`src/rtl/soc_cpu_pkg.sv`:
```
// Shared types and constants for the CPU-side memory router and its address decoder.
package soc_cpu_pkg;

  typedef enum logic [1:0] {
    IDLE = 2'd0,
    REQ  = 2'd1,
    RESP = 2'd2,
    ERR  = 2'd3
  } state_t;

  typedef enum logic [1:0] {
    ERR_NONE    = 2'd0,
    ERR_DECODE  = 2'd1,
    ERR_TIMEOUT = 2'd2
  } err_code_t;

  localparam logic [31:0] ERR_RDATA_DEF = 32'hDEAD_BEEF;

endpackage

```
`src/rtl/soc_cpu_mem_router_if.sv`:
```
// CPU native memory port (valid/ready), as driven by a PicoRV32-style core.
interface soc_cpu_mem_router_if;
  logic        valid;
  logic [31:0] addr;
  logic [31:0] wdata;
  logic [3:0]  wstrb;
  logic        ready;
  logic [31:0] rdata;

  modport master (output valid, addr, wdata, wstrb, input ready, rdata);
  modport slave  (input valid, addr, wdata, wstrb, output ready, rdata);
endinterface

```
`src/rtl/soc_addr_dec.sv`:
```
// Combinational address-window decoder; shared with the DMA master decode.
module soc_addr_dec #(
  parameter int          NUM_TGT = 4,
  parameter logic [31:0] TGT_BASE [NUM_TGT] = '{32'h0000_0000, 32'h1000_0000, 32'h2000_0000, 32'h4000_0000},
  parameter logic [31:0] TGT_MASK [NUM_TGT] = '{32'hF000_0000, 32'hF000_0000, 32'hE000_0000, 32'hC000_0000},
  localparam int         IW = (NUM_TGT > 32'sd1) ? $clog2(NUM_TGT) : 32'sd1
) (
  input  logic [31:0]   addr,
  output logic          hit,
  output logic [IW-1:0] idx
);

  logic [NUM_TGT-1:0] match_s;

  // Per-window compare.
  always_comb begin
    match_s = '0;
    for (int i = 0; i < NUM_TGT; i++) begin
      match_s[i] = ((addr & TGT_MASK[i]) == TGT_BASE[i]);
    end
  end

  // Walk from the top index down so the lowest overlapping window wins.
  always_comb begin
    hit = 1'b0;
    idx = '0;
    for (int i = NUM_TGT - 1; i >= 0; i--) begin
      hit = hit | match_s[i];
      idx = match_s[i] ? IW'(i) : idx;
    end
  end

endmodule

```
`src/rtl/soc_cpu_mem_router.sv`:
```
// Routes one CPU memory port to NUM_TGT targets through a registered request stage,
// with decode-miss / timeout error responses and a sticky first-error log.
module soc_cpu_mem_router
  import soc_cpu_pkg::*;
#(
  parameter int          NUM_TGT     = 4,
  parameter logic [31:0] TGT_BASE [NUM_TGT] = '{32'h0000_0000, 32'h1000_0000, 32'h2000_0000, 32'h4000_0000},
  parameter logic [31:0] TGT_MASK [NUM_TGT] = '{32'hF000_0000, 32'hF000_0000, 32'hE000_0000, 32'hC000_0000},
  parameter int          TIMEOUT_CYC = 255,
  parameter logic [31:0] ERR_RDATA   = ERR_RDATA_DEF
) (
  input  logic                   clk,
  input  logic                   arst_n,
  soc_cpu_mem_router_if.slave    cpu,
  output logic [NUM_TGT-1:0]     tgt_vld,
  output logic [3:0]             tgt_we,
  output logic [29:0]            tgt_addr,
  output logic [31:0]            tgt_wdat,
  input  logic [NUM_TGT-1:0]     tgt_rdy,
  input  logic [NUM_TGT*32-1:0]  tgt_rdat,
  input  logic                   err_clr,
  output logic                   err_sticky,
  output logic [31:0]            err_addr,
  output logic [1:0]             err_code
);

  localparam int            IW      = (NUM_TGT > 32'sd1) ? $clog2(NUM_TGT) : 32'sd1;
  localparam int            CW      = (TIMEOUT_CYC > 32'sd0) ? $clog2(TIMEOUT_CYC + 32'sd1) : 32'sd1;
  localparam logic [CW-1:0] TO_LAST = (TIMEOUT_CYC > 32'sd0) ? CW'(TIMEOUT_CYC - 32'sd1) : '0;
  localparam logic          TO_EN   = (TIMEOUT_CYC > 32'sd0);

  state_t             state_r, state_s;
  logic               hit_s, rdy_sel_s, timeout_s, new_err_s;
  err_code_t          new_code_s, err_code_r;
  logic [IW-1:0]      dec_idx_s, req_idx_r, vld_idx_s;
  logic [31:0]        req_addr_r, req_wdat_r, rdat_sel_s, cpu_rdata_s, cpu_rdata_r;
  logic [31:0]        err_addr_s, err_addr_r;
  logic [3:0]         req_we_r;
  logic [CW-1:0]      cnt_r;
  logic [NUM_TGT-1:0] vld_oh_s, tgt_vld_r;
  logic               cpu_ready_r, err_sticky_r;

  soc_addr_dec #(
    .NUM_TGT  (NUM_TGT),
    .TGT_BASE (TGT_BASE),
    .TGT_MASK (TGT_MASK)
  ) u_dec (
    .addr (cpu.addr),
    .hit  (hit_s),
    .idx  (dec_idx_s)
  );

  // Pick the selected target's completion and data; other targets' rdy is ignored.
  always_comb begin
    rdy_sel_s  = 1'b0;
    rdat_sel_s = 32'h0;
    for (int i = 0; i < NUM_TGT; i++) begin
      rdy_sel_s  = (req_idx_r == IW'(i)) ? tgt_rdy[i] : rdy_sel_s;
      rdat_sel_s = (req_idx_r == IW'(i)) ? tgt_rdat[i*32 +: 32] : rdat_sel_s;
    end
  end

  // Next-state logic and error event detection.
  always_comb begin
    state_s    = state_r;
    new_err_s  = 1'b0;
    new_code_s = ERR_NONE;
    timeout_s  = TO_EN && (cnt_r == TO_LAST);
    case (state_r)
      IDLE: begin
        if (cpu.valid && hit_s) begin
          state_s = REQ;
        end else if (cpu.valid) begin
          state_s    = ERR;
          new_err_s  = 1'b1;
          new_code_s = ERR_DECODE;
        end else begin
          state_s = IDLE;
        end
      end
      REQ: begin
        if (rdy_sel_s) begin
          state_s = RESP;
        end else if (timeout_s) begin
          state_s    = ERR;
          new_err_s  = 1'b1;
          new_code_s = ERR_TIMEOUT;
        end else begin
          state_s = REQ;
        end
      end
      RESP:    state_s = IDLE;
      ERR:     state_s = IDLE;
      default: state_s = IDLE;
    endcase
  end

  // Next values for the registered outputs, derived from the state being entered.
  always_comb begin
    vld_idx_s = (state_r == IDLE) ? dec_idx_s : req_idx_r;
    vld_oh_s  = '0;
    for (int i = 0; i < NUM_TGT; i++) begin
      vld_oh_s[i] = (state_s == REQ) && (vld_idx_s == IW'(i));
    end
    if (state_s == RESP) begin
      cpu_rdata_s = (req_we_r == 4'h0) ? rdat_sel_s : 32'h0;
    end else if (state_s == ERR) begin
      cpu_rdata_s = ERR_RDATA;
    end else begin
      cpu_rdata_s = 32'h0;
    end
    err_addr_s = (state_r == IDLE) ? cpu.addr : req_addr_r;
  end

  // State register, request capture and the saturating wait counter.
  always_ff @(posedge clk or negedge arst_n) begin
    if (!arst_n) begin
      state_r    <= IDLE;
      req_idx_r  <= '0;
      req_addr_r <= 32'h0;
      req_wdat_r <= 32'h0;
      req_we_r   <= 4'h0;
      cnt_r      <= '0;
    end else begin
      state_r <= state_s;
      if (state_r == IDLE && cpu.valid) begin
        req_idx_r  <= dec_idx_s;
        req_addr_r <= cpu.addr;
        req_wdat_r <= cpu.wdata;
        req_we_r   <= cpu.wstrb;
      end
      if (state_r != REQ) begin
        cnt_r <= '0;
      end else if (cnt_r != {CW{1'b1}}) begin
        cnt_r <= cnt_r + CW'(1);
      end
    end
  end

  // Registered handshake outputs toward CPU and targets.
  always_ff @(posedge clk or negedge arst_n) begin
    if (!arst_n) begin
      tgt_vld_r   <= '0;
      cpu_ready_r <= 1'b0;
      cpu_rdata_r <= 32'h0;
    end else begin
      tgt_vld_r   <= vld_oh_s;
      cpu_ready_r <= (state_s == RESP) || (state_s == ERR);
      cpu_rdata_r <= cpu_rdata_s;
    end
  end

  // Sticky first-error capture; a new error outranks a same-cycle clear.
  always_ff @(posedge clk or negedge arst_n) begin
    if (!arst_n) begin
      err_sticky_r <= 1'b0;
      err_addr_r   <= 32'h0;
      err_code_r   <= ERR_NONE;
    end else if (new_err_s && (!err_sticky_r || err_clr)) begin
      err_sticky_r <= 1'b1;
      err_addr_r   <= err_addr_s;
      err_code_r   <= new_code_s;
    end else if (err_clr) begin
      err_sticky_r <= 1'b0;
      err_addr_r   <= 32'h0;
      err_code_r   <= ERR_NONE;
    end
  end

  assign cpu.ready  = cpu_ready_r;
  assign cpu.rdata  = cpu_rdata_r;
  assign tgt_vld    = tgt_vld_r;
  assign tgt_we     = req_we_r;
  assign tgt_addr   = req_addr_r[31:2];
  assign tgt_wdat   = req_wdat_r;
  assign err_sticky = err_sticky_r;
  assign err_addr   = err_addr_r;
  assign err_code   = err_code_r;

endmodule

```
`src/flat_wrapper.sv`:
```
// flat-port wrapper written by rule: the top's interface ports become plain ports
module soc_cpu_mem_router_flat import soc_cpu_pkg::*;
#(
  parameter int          NUM_TGT     = 4,
  parameter logic [31:0] TGT_BASE [NUM_TGT] = '{32'h0000_0000, 32'h1000_0000, 32'h2000_0000, 32'h4000_0000},
  parameter logic [31:0] TGT_MASK [NUM_TGT] = '{32'hF000_0000, 32'hF000_0000, 32'hE000_0000, 32'hC000_0000},
  parameter int          TIMEOUT_CYC = 255,
  parameter logic [31:0] ERR_RDATA   = ERR_RDATA_DEF
)
  (clk, arst_n, tgt_vld, tgt_we, tgt_addr, tgt_wdat, tgt_rdy, tgt_rdat, err_clr, err_sticky, err_addr, err_code, cpu_valid, cpu_addr, cpu_wdata, cpu_wstrb, cpu_ready, cpu_rdata);
  soc_cpu_mem_router_if cpu_i ();
  input  logic clk;
  input  logic arst_n;
  output logic [NUM_TGT-1:0] tgt_vld;
  output logic [3:0] tgt_we;
  output logic [29:0] tgt_addr;
  output logic [31:0] tgt_wdat;
  input  logic [NUM_TGT-1:0] tgt_rdy;
  input  logic [NUM_TGT*32-1:0] tgt_rdat;
  input  logic err_clr;
  output logic err_sticky;
  output logic [31:0] err_addr;
  output logic [1:0] err_code;
  input wire logic [$bits(cpu_i.valid)-1:0] cpu_valid;
  input wire logic [$bits(cpu_i.addr)-1:0] cpu_addr;
  input wire logic [$bits(cpu_i.wdata)-1:0] cpu_wdata;
  input wire logic [$bits(cpu_i.wstrb)-1:0] cpu_wstrb;
  output wire logic [$bits(cpu_i.ready)-1:0] cpu_ready;
  output wire logic [$bits(cpu_i.rdata)-1:0] cpu_rdata;
  assign cpu_i.valid = cpu_valid;
  assign cpu_i.addr = cpu_addr;
  assign cpu_i.wdata = cpu_wdata;
  assign cpu_i.wstrb = cpu_wstrb;
  assign cpu_ready = cpu_i.ready;
  assign cpu_rdata = cpu_i.rdata;
  soc_cpu_mem_router #(.NUM_TGT(NUM_TGT), .TGT_BASE(TGT_BASE), .TGT_MASK(TGT_MASK), .TIMEOUT_CYC(TIMEOUT_CYC), .ERR_RDATA(ERR_RDATA)) u_core (.clk(clk), .arst_n(arst_n), .cpu(cpu_i), .tgt_vld(tgt_vld), .tgt_we(tgt_we), .tgt_addr(tgt_addr), .tgt_wdat(tgt_wdat), .tgt_rdy(tgt_rdy), .tgt_rdat(tgt_rdat), .err_clr(err_clr), .err_sticky(err_sticky), .err_addr(err_addr), .err_code(err_code));
endmodule
```
`config.mk`:
```
export PLATFORM = sky130hd
export DESIGN_NAME = soc_cpu_mem_router_flat
export DESIGN_NICKNAME = d
export VERILOG_FILES = /design/src/rtl/soc_cpu_pkg.sv /design/src/rtl/soc_cpu_mem_router_if.sv /design/src/rtl/soc_addr_dec.sv /design/src/rtl/soc_cpu_mem_router.sv /design/src/flat_wrapper.sv
export SDC_FILE = /design/constraint.sdc
export NUM_CORES = 1
export LEC_CHECK = 0
export BUFFER_PORTS_ARGS = -buffer_cell sky130_fd_sc_hd__buf_2
export CAP_MARGIN = 20
export CORE_AREA = 2 2 134 136
export CTS_BUF_LIST = sky130_fd_sc_hd__clkbuf_8
export CTS_CLUSTER_DIAMETER = 60
export DETAILED_ROUTE_END_ITERATION = 6
export DIE_AREA = 0 0 136 138
export GPL_TIMING_DRIVEN = 0
export PLACE_DENSITY_LB_ADDON = 0.25
export SYNTH_ARGS = -nofsm -noshare
export SYNTH_HDL_FRONTEND = slang
export SYNTH_SLANG_ARGS = --single-unit
export TNS_END_PERCENT = 30
```
`constraint.sdc`:
```
create_clock -name clk -period 2 [get_ports clk]
set_input_delay 0.4 -clock clk [delete_from_list [all_inputs] [get_ports clk]]
set_output_delay 0.4 -clock clk [all_outputs]
set_load 0.1 [all_outputs]
```
==> impl_metrics.toml <==
[status]
outcome = "completed"

[clock_tree]
worst_skew_pair.late_latency_ns = 0.44
cts_root_buffer = "clkbuf_8"
tritoncts = "built"
htreeDepth = 4
cts_buffer_depth = 2
cts_sinks = 151
cts_inserted_buffers = 17
clk_pin_slew_worst_paths_ns = 0.08

[yosys]
ys_seq_area_share_pct = 52.2
synthMostInstantiatedCell = "dfrtp_1"
synthDominantCellAreaShare_pct = 52.2
syn-mean-instance-area_um2 = 12.2
synthesis.instances = 595
netlist_area_um2 = 7230
ys_top_cells_by_count = "151 x dfrtp_1, 99 x nand2_1, 67 x mux2_2, 60 x a21oi_1"
asyncSetResetFlopFracSynth_pct = 100
synth_nets = 801
number_of_register_bits_inferred_by_synthesis = 151
number_of_library_cell_types_mapped_by_synthesis = 48
synth-warning-count = 0
synth_enable_flop_cells = 0
synth.largest_area_cell = "dfrtp_1"
synth_top_flop_cell = "dfrtp_1"
synth.area.top_cells = "dfrtp_1 52%, mux2_2 10%, mux4_2 10%"

[final_layout]
seqCellArea_um2 = 3780
multi_input_area_um2 = 3020
design_area_um2 = 9660
layout-drive-gt1-share_pct = 56.1
final_nets = 1161
nFillCells = 1571
layout.core_utilization_pct = 55.1
area_overhead_vs_synth_pct = 33.5

[critical_path]
critical_path_class = "register to register"
worst-path-max-fanout = 10
path_cells = "buf_2, buf_1, mux4_2, nand2_1, a21oi_1"
timing.critical_path.arrival_ns = 2.21
critPathRequiredTime_ns = 2.33
crit_path_end_kind = "register"
crit_slowest_cell = "buf_1"
critical_path.max_stage_delay_ns = 0.55
worst_setup_path_start_kind = "register"

[route]
finalWirelength_mm = 21.9
routed-via-count = 6087
final_antenna_net_count = 0
vias_per_cell = 5.06
first_pass_iters = 5
drc = 0
drt_first_iter_violations = 155
routed_wire_length_per_instance_um = 18.2

[global_route]
gr-total-overflow = 0
grt_antenna_before_repair = 9
use_met2_pct = 37.9
grt_max_degree = 92
grt_util_all_layers_pct = 23.3
grt_pass1_vias = 6165
globalRouteMet1Util_pct = 28.7
top_usage_layer = "met2"
groute.layer.met3.usage_pct = 6.89
grt_pass1_wl_mm = 33.4

[timing]
timing.final.hold_violations = 0
final.min_clock_period_ns = 1.88
timing_max_transition_violations_final = 0
final.setup_skew_ns = 0.00913
max_freq_mhz = 531
worst_slew_pin_slew_ns = 0.863
finalCritPeriodShare_pct = 94.2
setup_violations = 0
rsz0062_at_grt = "false"
worst_slew_margin_rel_pct = 42.5

[placement]
placed_wire_length_estimate_after_detailed_placement_mm = 16.6
gp_congestion = 0.831
placement.io_buffers = 341
placedInstanceArea_um2 = 9260

[floorplan]
die_h_um = 138
die_area_um2 = 18800
initial_utilization_pct = 41.3
fp.coreArea_um2 = 17500
number_of_i_o_pins = 342
fp.dieW_um = 136
rows = 49

[run]
drv.max_cap_violation_count = 0

[min_path]
hold_path.class = "primary input to async pin"
-- logic make-up (layout without fill, tap and decap cells) --
| logic type | count (synthesis) | count (layout) | synth area share, % |
|---|---|---|---|
| muxes | 101 | 101 | 20.7 |
| AOI/OAI and AO/OA | 118 | 118 | 11.0 |
| buffers and inverters | 76 | 446 | 6.21 |
| and+or+nand+nor | 143 | 143 | 9.01 |
| xor gates and xnor gates | 4 | 4 | 0.484 |
| DFF | 151 | 151 | 52.2 |
| other | 0 | 9 | 0 |
| adders and majority gates | 2 | 2 | 0.346 |
-- worst paths after layout --
check | cells after the start | start | endpoint | slack, ns
max in group asynchronous | 2 | arst_n | u_core.err_sticky | 1.14
min in group clk | 2 | cpu_wdata[23] | u_core.tgt_wdat[23] | 0.18
worst min register to register | 1 | u_core.err_addr[6] | u_core.err_addr[6] | 0.50
worst min-delay path | 1 | arst_n | u_core.tgt_wdat[11] | 0.04
worst max register to register | 5 | u_core.req_idx_r[1] | u_core.cpu.rdata[25] | 0.12
worst max-delay path | 5 | u_core.req_idx_r[1] | u_core.cpu.rdata[25] | 0.12
-- critical path, delay by kind of cell, from the launching register on --
family,cells,cell delay [ns]
buf+inv,2,0.81
simple gates,1,0.09
flops,1,0.37
compound gates,1,0.06
mux,1,0.43
-- final cells by class --
type	count	share of cell area [%]
Antenna cell	9	0.233
Buffer	69	4.38
Clock buffer	21	2.99
Clock inverter	8	0.790
Inverter	6	0.233
Multi-Input combinational cell	368	31.2
Sequential cell	151	39.2
Tap cell	229	2.97
Timing Repair Buffer	342	18.0
-- registers in the layout (all words and copies together), names as in the netlist, 2 cells and up --
name	cells
u_core.tgt_wdat	32
u_core.err_addr	32
u_core.req_addr_r	32
u_core.tgt_vld	4
u_core.tgt_we	4
u_core.req_idx_r	2
u_core.cnt_r	8
u_core.cpu.rdata	32
u_core.err_code	2
-- routing by layer --
layer | wire (um) | vias to the layer above
li1 | - | 2833
met1 | 8730 | 2978
met2 | 10900 | 244
met3 | 1690 | 32
met4 | 579 | 0
met5 | 0 | -
-- metrics by stage --
step           std cells  TNS (ns)  setup slack [ns]  hold slack [ns]
2_1_floorplan        595         0           0.00307            0.104
5_1_grt             1203         0           0.00917           0.0888
4_1_cts             1194         0            0.0762           0.0582
3_3_place_gp        1165   -278.13             -2.09            0.484
6_report            1203         0             0.115           0.0360
3_5_place_dp        1166     -6.90            -0.140            0.486
-- cells in the final DEF, fill, tap and decap left out, types with 9 or more instances in the layout --
cell / synthesis / layout
clkbuf_1: 15 / 14
clkbuf_8: 0 / 21
diode_2: 0 / 9
buf_2: 20 / 360
a21oi_1: 60 / 60
a22o_1: 32 / 32
mux2_2: 67 / 67
buf_4: 31 / 31
mux4_2: 32 / 32
nor2b_1: 9 / 9
nand2_1: 99 / 99
dfrtp_1: 151 / 149
-- repair_timing --
action / CTS / global route
resized for setup: 1 / 2
buffers inserted: 0 / 0
hold buffers: 0 / 0
setup endpoints to repair: 62 / 19
Power is not shown: default switching activity piles up to over one toggle a cycle in this logic, so the estimate is an artifact.
